<file path="config.mk">
export PLATFORM = sky130hd
export DESIGN_NAME = lfsr_seq_ctrl_flat
export DESIGN_NICKNAME = d
export VERILOG_FILES = /design/src/rtl/lfsr_seq_ctrl_if.sv /design/src/rtl/lfsr_seq_ctrl.sv /design/src/flat_wrapper.sv
export SDC_FILE = /design/constraint.sdc
export NUM_CORES = 1
export LEC_CHECK = 0
export BUFFER_PORTS_ARGS = -buffer_cell sky130_fd_sc_hd__buf_2
export CAP_MARGIN = 20
export CORE_MARGIN = 3
export CORE_UTILIZATION = 45
export CTS_BUF_LIST = sky130_fd_sc_hd__clkbuf_2
export DETAILED_ROUTE_END_ITERATION = 8
export PLACE_DENSITY = 0.76
export SETUP_SLACK_MARGIN = 0.02
export SLEW_MARGIN = 20
export SYNTH_ARGS = -nofsm -noshare
export SYNTH_HDL_FRONTEND = slang
export SYNTH_SLANG_ARGS = --single-unit
</file>
<file path="constraint.sdc">
create_clock -name clk -period 5.5 [get_ports clk]
set_input_delay 1.65 -clock clk [delete_from_list [all_inputs] [get_ports clk]]
set_output_delay 1.65 -clock clk [all_outputs]
set_load 0.03 [all_outputs]
</file>
<file path="src/rtl/lfsr_seq_ctrl_if.sv">
// Control/status bundle between the LFSR window sequencer and its environment
// (host controls, LFSR handshake, accumulator strobes).
interface lfsr_seq_ctrl_if #(
  parameter int CYC_W = 8,
  parameter int SET_W = 8
);
  logic             sym_en;
  logic             start;
  logic             stop;
  logic             cont;
  logic [CYC_W-1:0] num_cycles;
  logic [SET_W-1:0] settle_len;
  logic             lfsr_cycle_done;

  logic             lfsr_clk_en;
  logic             lfsr_rst;
  logic             acc_clear;
  logic             acc_en;
  logic             window_done;
  logic             abort;
  logic             busy;
  logic [CYC_W-1:0] cycle_cnt;
  logic [2:0]       state;

  modport master (
    output sym_en, start, stop, cont, num_cycles, settle_len, lfsr_cycle_done,
    input  lfsr_clk_en, lfsr_rst, acc_clear, acc_en, window_done, abort, busy,
           cycle_cnt, state
  );

  modport slave (
    input  sym_en, start, stop, cont, num_cycles, settle_len, lfsr_cycle_done,
    output lfsr_clk_en, lfsr_rst, acc_clear, acc_en, window_done, abort, busy,
           cycle_cnt, state
  );
endinterface

</file>
<file path="src/rtl/lfsr_seq_ctrl.sv">
// Measurement-window sequencer: resets the LFSR, waits out pipeline fill, then
// accumulates over a configured number of full LFSR periods.
module lfsr_seq_ctrl #(
  parameter int CYC_W = 8,
  parameter int SET_W = 8
) (
  input  logic              clk,
  input  logic              reset,
  lfsr_seq_ctrl_if.slave    bus
);

  typedef enum logic [2:0] {
    IDLE   = 3'd0,
    RST    = 3'd1,
    SETTLE = 3'd2,
    RUN    = 3'd3,
    DONE   = 3'd4
  } state_t;

  state_t           state_q;
  logic [CYC_W-1:0] cycle_cnt_q;
  logic [CYC_W-1:0] num_cycles_q;
  logic [SET_W-1:0] settle_cnt_q;
  logic [SET_W-1:0] settle_len_q;
  logic             lfsr_rst_q;
  logic             acc_clear_q;
  logic             window_done_q;
  logic             abort_q;

  logic [CYC_W-1:0] cycle_cnt_inc;
  logic [SET_W-1:0] settle_cnt_inc;

  assign cycle_cnt_inc  = cycle_cnt_q + CYC_W'(1);
  assign settle_cnt_inc = settle_cnt_q + SET_W'(1);

  // Counters clear on entry to RST so the RST cycle already shows cycle_cnt=0,
  // while the configuration is latched on the way out of RST.
  always_ff @(posedge clk or negedge reset) begin
    if (!reset) begin
      state_q       <= IDLE;
      cycle_cnt_q   <= '0;
      num_cycles_q  <= '0;
      settle_cnt_q  <= '0;
      settle_len_q  <= '0;
      lfsr_rst_q    <= 1'b0;
      acc_clear_q   <= 1'b0;
      window_done_q <= 1'b0;
      abort_q       <= 1'b0;
    end else begin
      lfsr_rst_q    <= 1'b0;
      acc_clear_q   <= 1'b0;
      window_done_q <= 1'b0;
      abort_q       <= 1'b0;
      case (state_q)
        IDLE: begin
          if (bus.start && !bus.stop) begin
            state_q      <= RST;
            lfsr_rst_q   <= 1'b1;
            acc_clear_q  <= 1'b1;
            cycle_cnt_q  <= '0;
            settle_cnt_q <= '0;
          end
        end
        RST: begin
          if (bus.stop) begin
            state_q <= IDLE;
            abort_q <= 1'b1;
          end else begin
            num_cycles_q <= (bus.num_cycles == '0) ? CYC_W'(1) : bus.num_cycles;
            settle_len_q <= bus.settle_len;
            state_q      <= (bus.settle_len == '0) ? RUN : SETTLE;
          end
        end
        SETTLE: begin
          if (bus.stop) begin
            state_q <= IDLE;
            abort_q <= 1'b1;
          end else if (bus.sym_en) begin
            settle_cnt_q <= settle_cnt_inc;
            if (settle_cnt_inc == settle_len_q) begin
              state_q <= RUN;
            end
          end
        end
        RUN: begin
          if (bus.stop) begin
            state_q <= IDLE;
            abort_q <= 1'b1;
          end else if (bus.lfsr_cycle_done) begin
            cycle_cnt_q <= cycle_cnt_inc;
            if (cycle_cnt_inc == num_cycles_q) begin
              state_q       <= DONE;
              window_done_q <= 1'b1;
            end
          end
        end
        DONE: begin
          if (bus.stop) begin
            state_q <= IDLE;
            abort_q <= 1'b1;
          end else if (bus.cont) begin
            state_q      <= RST;
            lfsr_rst_q   <= 1'b1;
            acc_clear_q  <= 1'b1;
            cycle_cnt_q  <= '0;
            settle_cnt_q <= '0;
          end else begin
            state_q <= IDLE;
          end
        end
        default: begin
          state_q <= IDLE;
        end
      endcase
    end
  end

  // Enables are combinational so the LFSR advances on the same strobe it sees.
  assign bus.lfsr_clk_en = bus.sym_en && ((state_q == SETTLE) || (state_q == RUN));
  assign bus.acc_en      = bus.sym_en && (state_q == RUN);
  assign bus.busy        = (state_q != IDLE);
  assign bus.lfsr_rst    = lfsr_rst_q;
  assign bus.acc_clear   = acc_clear_q;
  assign bus.window_done = window_done_q;
  assign bus.abort       = abort_q;
  assign bus.cycle_cnt   = cycle_cnt_q;
  assign bus.state       = state_q;

endmodule

</file>
<file path="src/flat_wrapper.sv">
// flat-port wrapper written by rule: the top's interface ports become plain ports
module lfsr_seq_ctrl_flat 
#(
  parameter int CYC_W = 8,
  parameter int SET_W = 8
)
  (clk, reset, bus_sym_en, bus_start, bus_stop, bus_cont, bus_num_cycles, bus_settle_len, bus_lfsr_cycle_done, bus_lfsr_clk_en, bus_lfsr_rst, bus_acc_clear, bus_acc_en, bus_window_done, bus_abort, bus_busy, bus_cycle_cnt, bus_state);
  lfsr_seq_ctrl_if #(.CYC_W(CYC_W), .SET_W(SET_W)) bus_i ();
  input  logic clk;
  input  logic reset;
  input wire logic [$bits(bus_i.sym_en)-1:0] bus_sym_en;
  input wire logic [$bits(bus_i.start)-1:0] bus_start;
  input wire logic [$bits(bus_i.stop)-1:0] bus_stop;
  input wire logic [$bits(bus_i.cont)-1:0] bus_cont;
  input wire logic [$bits(bus_i.num_cycles)-1:0] bus_num_cycles;
  input wire logic [$bits(bus_i.settle_len)-1:0] bus_settle_len;
  input wire logic [$bits(bus_i.lfsr_cycle_done)-1:0] bus_lfsr_cycle_done;
  output wire logic [$bits(bus_i.lfsr_clk_en)-1:0] bus_lfsr_clk_en;
  output wire logic [$bits(bus_i.lfsr_rst)-1:0] bus_lfsr_rst;
  output wire logic [$bits(bus_i.acc_clear)-1:0] bus_acc_clear;
  output wire logic [$bits(bus_i.acc_en)-1:0] bus_acc_en;
  output wire logic [$bits(bus_i.window_done)-1:0] bus_window_done;
  output wire logic [$bits(bus_i.abort)-1:0] bus_abort;
  output wire logic [$bits(bus_i.busy)-1:0] bus_busy;
  output wire logic [$bits(bus_i.cycle_cnt)-1:0] bus_cycle_cnt;
  output wire logic [$bits(bus_i.state)-1:0] bus_state;
  assign bus_i.sym_en = bus_sym_en;
  assign bus_i.start = bus_start;
  assign bus_i.stop = bus_stop;
  assign bus_i.cont = bus_cont;
  assign bus_i.num_cycles = bus_num_cycles;
  assign bus_i.settle_len = bus_settle_len;
  assign bus_i.lfsr_cycle_done = bus_lfsr_cycle_done;
  assign bus_lfsr_clk_en = bus_i.lfsr_clk_en;
  assign bus_lfsr_rst = bus_i.lfsr_rst;
  assign bus_acc_clear = bus_i.acc_clear;
  assign bus_acc_en = bus_i.acc_en;
  assign bus_window_done = bus_i.window_done;
  assign bus_abort = bus_i.abort;
  assign bus_busy = bus_i.busy;
  assign bus_cycle_cnt = bus_i.cycle_cnt;
  assign bus_state = bus_i.state;
  lfsr_seq_ctrl #(.CYC_W(CYC_W), .SET_W(SET_W)) u_core (.clk(clk), .reset(reset), .bus(bus_i));
endmodule
</file>
# After elaboration in Yosys (flattened, before gate mapping)
# Cells that the tools add are included.
[word_totals]
register_bits = 38
latch_bits = 0
mem_bits_rw = 0
mem_bits_ro = 0
in_bits = 23
output_inout_bits = 18
wordCells = 76
memories = 0
[classes]
add_sub_neg = 2
n_mul = 0
div_mod_pow = 0
magnitude_cmp = 0
n_eq_ne = 17
shift = 0
n_mux = 32
n_bitwise = 1
n_reduce_logical = 16
[op_table]
columns = ["op", "count"]
rows = [
  ["2-to-1 mux 8 bit", 8],
  ["one-hot mux 8 bit (3 select lines)", 2],
  ["2-to-1 mux 3 bit", 9],
  ["adder 8 x 1 -> 8 bit, second input constant", 2],
  ["== test 8 bit", 2],
  ["logical NOT 8 bit", 2],
  ["one-hot mux 3 bit (5 select lines)", 1],
  ["!= test 2 bit, second input constant", 6],
  ["AND reduction 6 bit", 2],
  ["2-to-1 mux 1 bit", 11],
  ["nonzero test 3 bit", 3],
  ["== test 3 x 2 -> 1 bit, second input constant", 2],
  ["!= test 3 x 2 -> 1 bit, second input constant", 2],
  ["!= test 3 bit, second input constant", 2],
  ["AND reduction 5 bit", 1],
  ["OR reduction 4 bit", 1],
  ["== test 3 x 1 -> 1 bit, second input constant", 1],
  ["== test 3 bit, second input constant", 1],
  ["logical AND 1 bit", 3],
  ["logical NOT 3 bit", 1],
  ["!= test 2 x 1 -> 1 bit, second input constant", 1],
  ["one-hot mux 1 bit (2 select lines)", 1],
  ["AND reduction 2 bit", 1],
  ["logical NOT 1 bit", 1],
  ["2 further kinds", 2],
]

# Longest topological paths before layout
# Gate-level depths: netlist (run 1).
[logic_depth]
word_depth = 6
ltp_mapped = 7
depth_no_buf = 7

# Least setup slack after synthesis (run 1)
# OpenSTA, ideal clock, no wires.
[synth_timing]
kind = "input to output"
startpoint = "in bus_sym_en"
endpoint = "out bus_acc_en"
arrival_ps = 1962
required_ps = 3850
setup_slack_ps = 1888
path_stages = 1
path_buffers = 0
cell_sequence = "and3_1"
[synth_between]
elab_chain_cells = 1
[synth_lines]
columns = ["item", "line", "text"]
rows = [
  ["start: declaration", "flat_wrapper.sv:11", "input wire logic [$bits(bus_i.sym_en)-1:0] bus_sym_en;"],
  ["logical AND 1 bit", "lfsr_seq_ctrl.sv:120", "assign bus.acc_en = bus.sym_en && (state_q == RUN);"],
  ["end: declaration", "flat_wrapper.sv:21", "output wire logic [$bits(bus_i.acc_en)-1:0] bus_acc_en;"],
]
# Every way passes these cells.

# Worst setup path after layout (run 1)
# Same ends and word-level chain as after synthesis.

==> run summary, run 1 <==
Outcome -> completed
Net Count, Synth -> 255
Maximum vdd drop -> 213 uV
Max_cap viols -> 0
Area of all placed cells without fillers -> 0.00250 sq mm
Global router's overall resource usage -> 0.171
Number of flops mapped to enable cells by yosys -> 0
Part of the cycle the worst path needs -> 0.680
Count of mapped cells out of synthesis -> 230
Count of filler cells inserted in the layout -> 455
Post-synthesis sequential area ratio -> 0.424
Post-place instance area -> 0.00247 sq mm
Root buffer selected by CTS -> sky130_fd_sc_hd__clkbuf_2
Number of buffers on the longest clock path -> 2
Total gr overflow -> 0
Total of cells resized after clock tree synthesis -> 0
Count of final hold-check violations -> 0
Setup ws final -> 1760 ps
Synthesized area per cell -> 9.76 sq um
Row count -> 25
# nets final -> 291
Largest family of logic cells by synthesized area -> simple AND/OR/NAND/NOR gates
Endpoint class of the critical path -> output pin
Slew at the pin closest to its max-slew limit -> 839 ps
CP max FO -> 5
Total via count in the routed design -> 1,852
Post-synthesis share of cell area spent on xor and xnor gates -> 0.0819
Post-Synthesis Cell Area -> 0.00224 sq mm
Number of sinks on the clock net -> 38
Post-route setup TNS -> 0 ps
Chip Height -> 76.6 um
Number of diodes added for antenna fixing -> 0
Arithmetic-cell share of the synthesized area counting full adders, half adders and majority gates -> 0.0111
Compound-Gate Fraction of Synth Area -> 0.168
Mux share of post-synthesis cell area -> 0.0892
Relative slew margins -> 0.441
Most used cells in the layout excluding fill and tap cells -> sky130_fd_sc_hd__buf_2, sky130_fd_sc_hd__dfrtp_1, sky130_fd_sc_hd__o21ai_0, sky130_fd_sc_hd__mux2_2, sky130_fd_sc_hd__nor2_1
Post-Place Setup Slack -> 1760 ps
Basic-gate share of the synthesized area counting and, or, nand and nor cells -> 0.190
Count of buffers added by post-CTS timing repair for setup -> 0
Total leakage power -> 1.10 nW
Share of cells above drive strength 1 -> 0.268
Initial DRC Count -> 97
Unrepaired setup endpoints after global routing -> false
Vias in the first global route -> 1,736
Routability congestion estimate -> 0.829
CTS tree -> yes
Wirelength per Cell -> 14.1 um
# placed instances -> 326
DIE WIDTH -> 76.6 um
Antenna violations before repair -> 0
Finished Layout Cells -> 332
Final routed DRC violation total -> 0
Fmax -> 267 MHz
Core area -> 0.00479 sq mm
Data arrival time of the critical path -> 2090 ps
Die outline area -> 0.00587 sq mm
Flip-flop cell with the highest count after synthesis -> sky130_fd_sc_hd__dfrtp_1
Number of ports placed on the die boundary -> 41
Setup Skew -> 13.4 ps
Post-detailed-placement half-perimeter wirelength -> 3.43 mm
Startpoint Class -> primary input
Via-per-instance ratio -> 5.58
Number of synthesized register bits -> 38
Max-slew violation total from the final report -> 0
Data required time of the critical path -> 3850 ps
Overall Power -> 1.03 mW
Number of detailed-route iterations in the first pass -> 4
Cell area power density -> 413 mW/mm^2
Area growth from synthesis to final layout -> 11.4%
Number of failing setup endpoints in the final timing report -> 0
Most frequent standard cell in the layout excluding fill and tap cells -> sky130_fd_sc_hd__buf_2
First-pass GRT wire length -> 8.14 mm
Clock-pin slew on the worst setup and hold paths -> 160 ps
Clk_lat worst skew -> 390 ps
Remaining antenna violation count -> 0
Synthesis Warnings -> 0
WS Path Type -> in -> out
Pin count of the biggest net entering global routing -> 39
Number of port buffers -> 40
Starting density of the core -> 0.469
Share of synthesized flip-flops with an asynchronous set or reset -> 1.00
Class of the most critical hold timing path -> reg -> reg
Maximum level of the CTS H-tree -> 2
Cell variety after synth -> 49
Shortest clock period the worst path allows after layout -> 3740 ps
Hold-fix buffers at CTS -> 0
TritonCTS buffer count -> 5
Routed WL -> 4.67 mm
## Yosys cell counts, types with 2 or more instances
cell	instances	area, sq um
sky130_fd_sc_hd__a21oi_1	8	40.0
sky130_fd_sc_hd__a31oi_1	4	25.0
sky130_fd_sc_hd__and3_1	8	50.1
sky130_fd_sc_hd__buf_2	4	20.0
sky130_fd_sc_hd__buf_4	2	15.0
sky130_fd_sc_hd__clkbuf_1	5	18.8
sky130_fd_sc_hd__dfrtp_1	38	951
sky130_fd_sc_hd__ha_1	2	25.0
sky130_fd_sc_hd__inv_1	4	15.0
sky130_fd_sc_hd__mux2_2	16	180
sky130_fd_sc_hd__mux2i_1	2	20.0
sky130_fd_sc_hd__nand2_1	15	56.3
sky130_fd_sc_hd__nand2b_1	4	25.0
sky130_fd_sc_hd__nand3_1	6	30.0
sky130_fd_sc_hd__nand4_1	2	12.5
sky130_fd_sc_hd__nor2_1	16	60.1
sky130_fd_sc_hd__nor2b_1	9	56.3
sky130_fd_sc_hd__nor3_1	3	15.0
sky130_fd_sc_hd__nor4_1	4	25.0
sky130_fd_sc_hd__o21ai_0	20	100
sky130_fd_sc_hd__o31ai_1	7	52.6
sky130_fd_sc_hd__o41ai_1	3	26.3
sky130_fd_sc_hd__or3_1	3	18.8
sky130_fd_sc_hd__xnor2_1	14	123
sky130_fd_sc_hd__xor2_1	7	61.3
## power by group
| part | internal (mW) | switching [mW] |
|---|---|---|
| combinational | 0.225 | 0.247 |
| clock | 0.0252 | 0.0867 |
| sequential | 0.361 | 0.0874 |
## flip-flops by register name, summed over array words and instances (netlist names)
register	flops
u_core.settle_cnt_q	8
u_core.bus.window_done	1
u_core.settle_len_q	8
u_core.bus.state	3
u_core.bus.cycle_cnt	8
u_core.num_cycles_q	8
u_core.bus.abort	1
u_core.bus.lfsr_rst	1
## logic make-up (layout without fill, tap and decap cells)
| family | Yosys count | in the layout |
|---|---|---|
| compound gates | 56 | 56 |
| xor+xnor | 21 | 21 |
| fa+ha+maj | 2 | 2 |
| buf+inv | 16 | 51 |
| flops | 38 | 38 |
| mux | 18 | 18 |
| simple gates | 79 | 79 |
## layer usage
layer,vias up,GRT usage,wire (um),part of all wire
met5,-,0,0,0
met4,0,0.0525,57,0.012
met3,5,0.0520,232,0.050
met2,48,0.254,2140,0.46
met1,890,0.240,2240,0.48
li1,909,-,-,-
## through the flow
| step | hold WS (ps) | utilization |
|---|---|---|
| detailed placement | 504 | 0.516 |
| global placement | 493 | 0.516 |
| finish | 530 | 0.522 |
| global route | 566 | 0.522 |
| floorplan | 473 | - |
| CTS | 533 | 0.522 |
## worst paths after layout
| path | from | end | slack (ps) | depth (start not counted) |
|---|---|---|---|---|
| min in group asynchronous | reset | u_core.bus.cycle_cnt[0] | 1320 | 1 |
| max in group asynchronous | reset | u_core.settle_cnt_q[2] | 3640 | 1 |
| hold / removal | u_core.bus.cycle_cnt[7] | u_core.bus.cycle_cnt[7] | 530 | 1 |
| hold reg to reg | u_core.bus.cycle_cnt[7] | u_core.bus.cycle_cnt[7] | 530 | 1 |
| setup reg to reg | u_core.settle_cnt_q[0] | u_core.bus.state[0] | 3290 | 7 |
| setup / recovery | bus_sym_en | bus_acc_en | 1760 | 3 |
## critical path, stage by stage
cell and delay (ps):
sky130_fd_sc_hd__buf_2 120, sky130_fd_sc_hd__and3_1 150, sky130_fd_sc_hd__buf_2 170
## layout make-up
cell class              instances  area [sq um]  area share
multi-input cells             176          1210       0.485
flip-flops and latches         38           951       0.380
clock buffers                   5          25.0      0.0100
well taps                      67          83.8      0.0335
repair buffers                 41           208      0.0831
inverters                       4          15.0     0.00601
clock inverters                 1          3.75     0.00150
Note: power is estimated with default switching activity, not from simulation.
==> run 2: changes to the inputs <==
--- a/config.mk
+++ b/config.mk
@@ -11,7 +11,7 @@
 export CORE_UTILIZATION = 45
 export CTS_BUF_LIST = sky130_fd_sc_hd__clkbuf_2
 export DETAILED_ROUTE_END_ITERATION = 8
-export PLACE_DENSITY = 0.76
+export PLACE_DENSITY = 0.78
 export SETUP_SLACK_MARGIN = 0.02
 export SLEW_MARGIN = 20
 export SYNTH_ARGS = -nofsm -noshare
==> constraint.sdc (replaced) <==
create_clock -name clk -period 3.3 [get_ports clk]
set_input_delay 0.99 -clock clk [delete_from_list [all_inputs] [get_ports clk]]
set_output_delay 0.99 -clock clk [all_outputs]
set_load 0.03 [all_outputs]
==> run summary, run 2 (synthesis results as in run 1) <==
CP max FO -> 13
Number of sinks on the clock net -> 38
Number of buffers on the longest clock path -> 2
Die outline area -> 0.00587 sq mm
Vias in the first global route -> 1,745
Unrepaired setup endpoints after global routing -> false
Hold-fix buffers at CTS -> 0
Overall Power -> 1.82 mW
Via-per-instance ratio -> 5.50
Most used cells in the layout excluding fill and tap cells -> sky130_fd_sc_hd__buf_2, sky130_fd_sc_hd__dfrtp_1, sky130_fd_sc_hd__o21ai_0, sky130_fd_sc_hd__mux2_2, sky130_fd_sc_hd__nor2_1
Share of cells above drive strength 1 -> 0.277
Number of diodes added for antenna fixing -> 0
Fmax -> 365 MHz
Maximum single-stage delay on the critical path -> 650 ps
Count of final hold-check violations -> 0
Multi-input logic area -> 0.00121 sq mm
Total via count in the routed design -> 1,837
Post-route setup TNS -> 0 ps
Cell area power density -> 717 mW/mm^2
Hold wc startpoint -> u_core.settle_cnt_q[7]
First-pass GRT wire length -> 8.22 mm
Maximum level of the CTS H-tree -> 2
Number of ports placed on the die boundary -> 41
Clk_lat worst skew -> 400 ps
Total of cells resized after clock tree synthesis -> 0
Post-Place Setup Slack -> 851 ps
Setup Skew -> 20.1 ps
Shortest clock period the worst path allows after layout -> 2740 ps
Slew at the pin closest to its max-slew limit -> 839 ps
Post-detailed-placement half-perimeter wirelength -> 3.47 mm
Antenna violations before repair -> 0
Routability congestion estimate -> 0.860
Endpoint class of the critical path -> output pin
Chip Height -> 76.6 um
DIE WIDTH -> 76.6 um
Starting density of the core -> 0.469
Core area -> 0.00479 sq mm
Remaining antenna violation count -> 0
Final routed DRC violation total -> 0
Worst reg2reg path depth -> 7
Number of detailed-route iterations in the first pass -> 4
Area growth from synthesis to final layout -> 13.0%
Total leakage power -> 1.13 nW
CP startpoint -> u_core.bus.state[1]
Startpoint Class -> flop
Count of buffers added by post-CTS timing repair for setup -> 0
Class of the most critical hold timing path -> reg -> reg
# nets final -> 291
Most frequent standard cell in the layout excluding fill and tap cells -> sky130_fd_sc_hd__buf_2
CTS tree -> yes
Total number of cells along the worst setup path -> 3
TritonCTS buffer count -> 5
Count of filler cells inserted in the layout -> 461
Routed WL -> 4.69 mm
WS Path Type -> reg -> out
Sequence of cells on the critical path -> nor2b_1, and3_1, buf_2
Family with the most delay on the worst path -> flip-flops
Pin count of the biggest net entering global routing -> 39
Setup ws final -> 562 ps
Number of port buffers -> 40
Total gr overflow -> 0
Initial DRC Count -> 113
Relative slew margins -> 0.440
Maximum vdd drop -> 331 uV
Clock-pin slew on the worst setup and hold paths -> 200 ps
Row count -> 25
Reg-to-reg setup timing slack -> 1100 ps
Number of buffers and inverters on the critical path -> 1
Number of failing setup endpoints in the final timing report -> 0
Data required time of the critical path -> 2310 ps
Max-slew violation total from the final report -> 0
Seq. cell area -> 951 sq um
Cell at the slowest stage of the critical path -> sky130_fd_sc_hd__dfrtp_1
Worst r2r src -> u_core.settle_cnt_q[0]
Max_cap viols -> 0
Part of the cycle the worst path needs -> 0.830
Global router's overall resource usage -> 0.172
Root buffer selected by CTS -> sky130_fd_sc_hd__clkbuf_2
Outcome -> completed
Wirelength per Cell -> 14.0 um
Data arrival time of the critical path -> 1750 ps
Number of instances on the worst hold path -> 1
[run 2: cell count changes in the layout (fill, tap and decap cells not counted)]
cell,before,now
sky130_fd_sc_hd__clkinv_1,1,0
sky130_fd_sc_hd__bufinv_16,0,1
sky130_fd_sc_hd__clkbuf_2,5,7
[run 2: power breakdown]
| part | switching (mW) | internal, mW |
|---|---|---|
| registers | 0.146 | 0.602 |
| clock network | 0.152 | 0.135 |
| logic | 0.406 | 0.376 |
| total | 0.705 | 1.11 |
[run 2: final cells by class]
| type | count | area share |
|---|---|---|
| Multi-Input combinational cell | 176 | 0.479 |
| Timing Repair Buffer | 41 | 0.0819 |
| Clock inverter | 1 | 0.0118 |
| Inverter | 4 | 0.00592 |
| Tap cell | 67 | 0.0331 |
| Sequential cell | 38 | 0.375 |
| Clock buffer | 7 | 0.0138 |
[run 2: layer usage]
metal	up-vias	wire (um)	share of wire	GRT usage
li1	911	-	-	-
met1	867	2290	0.49	0.243
met2	55	2090	0.45	0.263
met3	4	255	0.054	0.0461
met4	0	53	0.011	0.0435
met5	-	0	0	0
[run 2: worst paths after layout]
check / endpoint
setup / recovery: bus_acc_en
hold / removal: u_core.settle_cnt_q[7]
setup reg to reg: u_core.bus.state[2]
hold reg to reg: u_core.settle_cnt_q[7]
max in group asynchronous: u_core.settle_cnt_q[4]
min in group asynchronous: u_core.settle_cnt_q[5]
[run 2: through the flow]
stage                      util  cell area, sq um  hold slack [ps]  instances
after global placement    0.516              2470              506        326
after CTS                 0.530              2540              529        334
after global routing      0.530              2540              579        334
after detailed placement  0.516              2470              505        326
final                     0.530              2540              535        334
after floorplan               -              2240              473        230
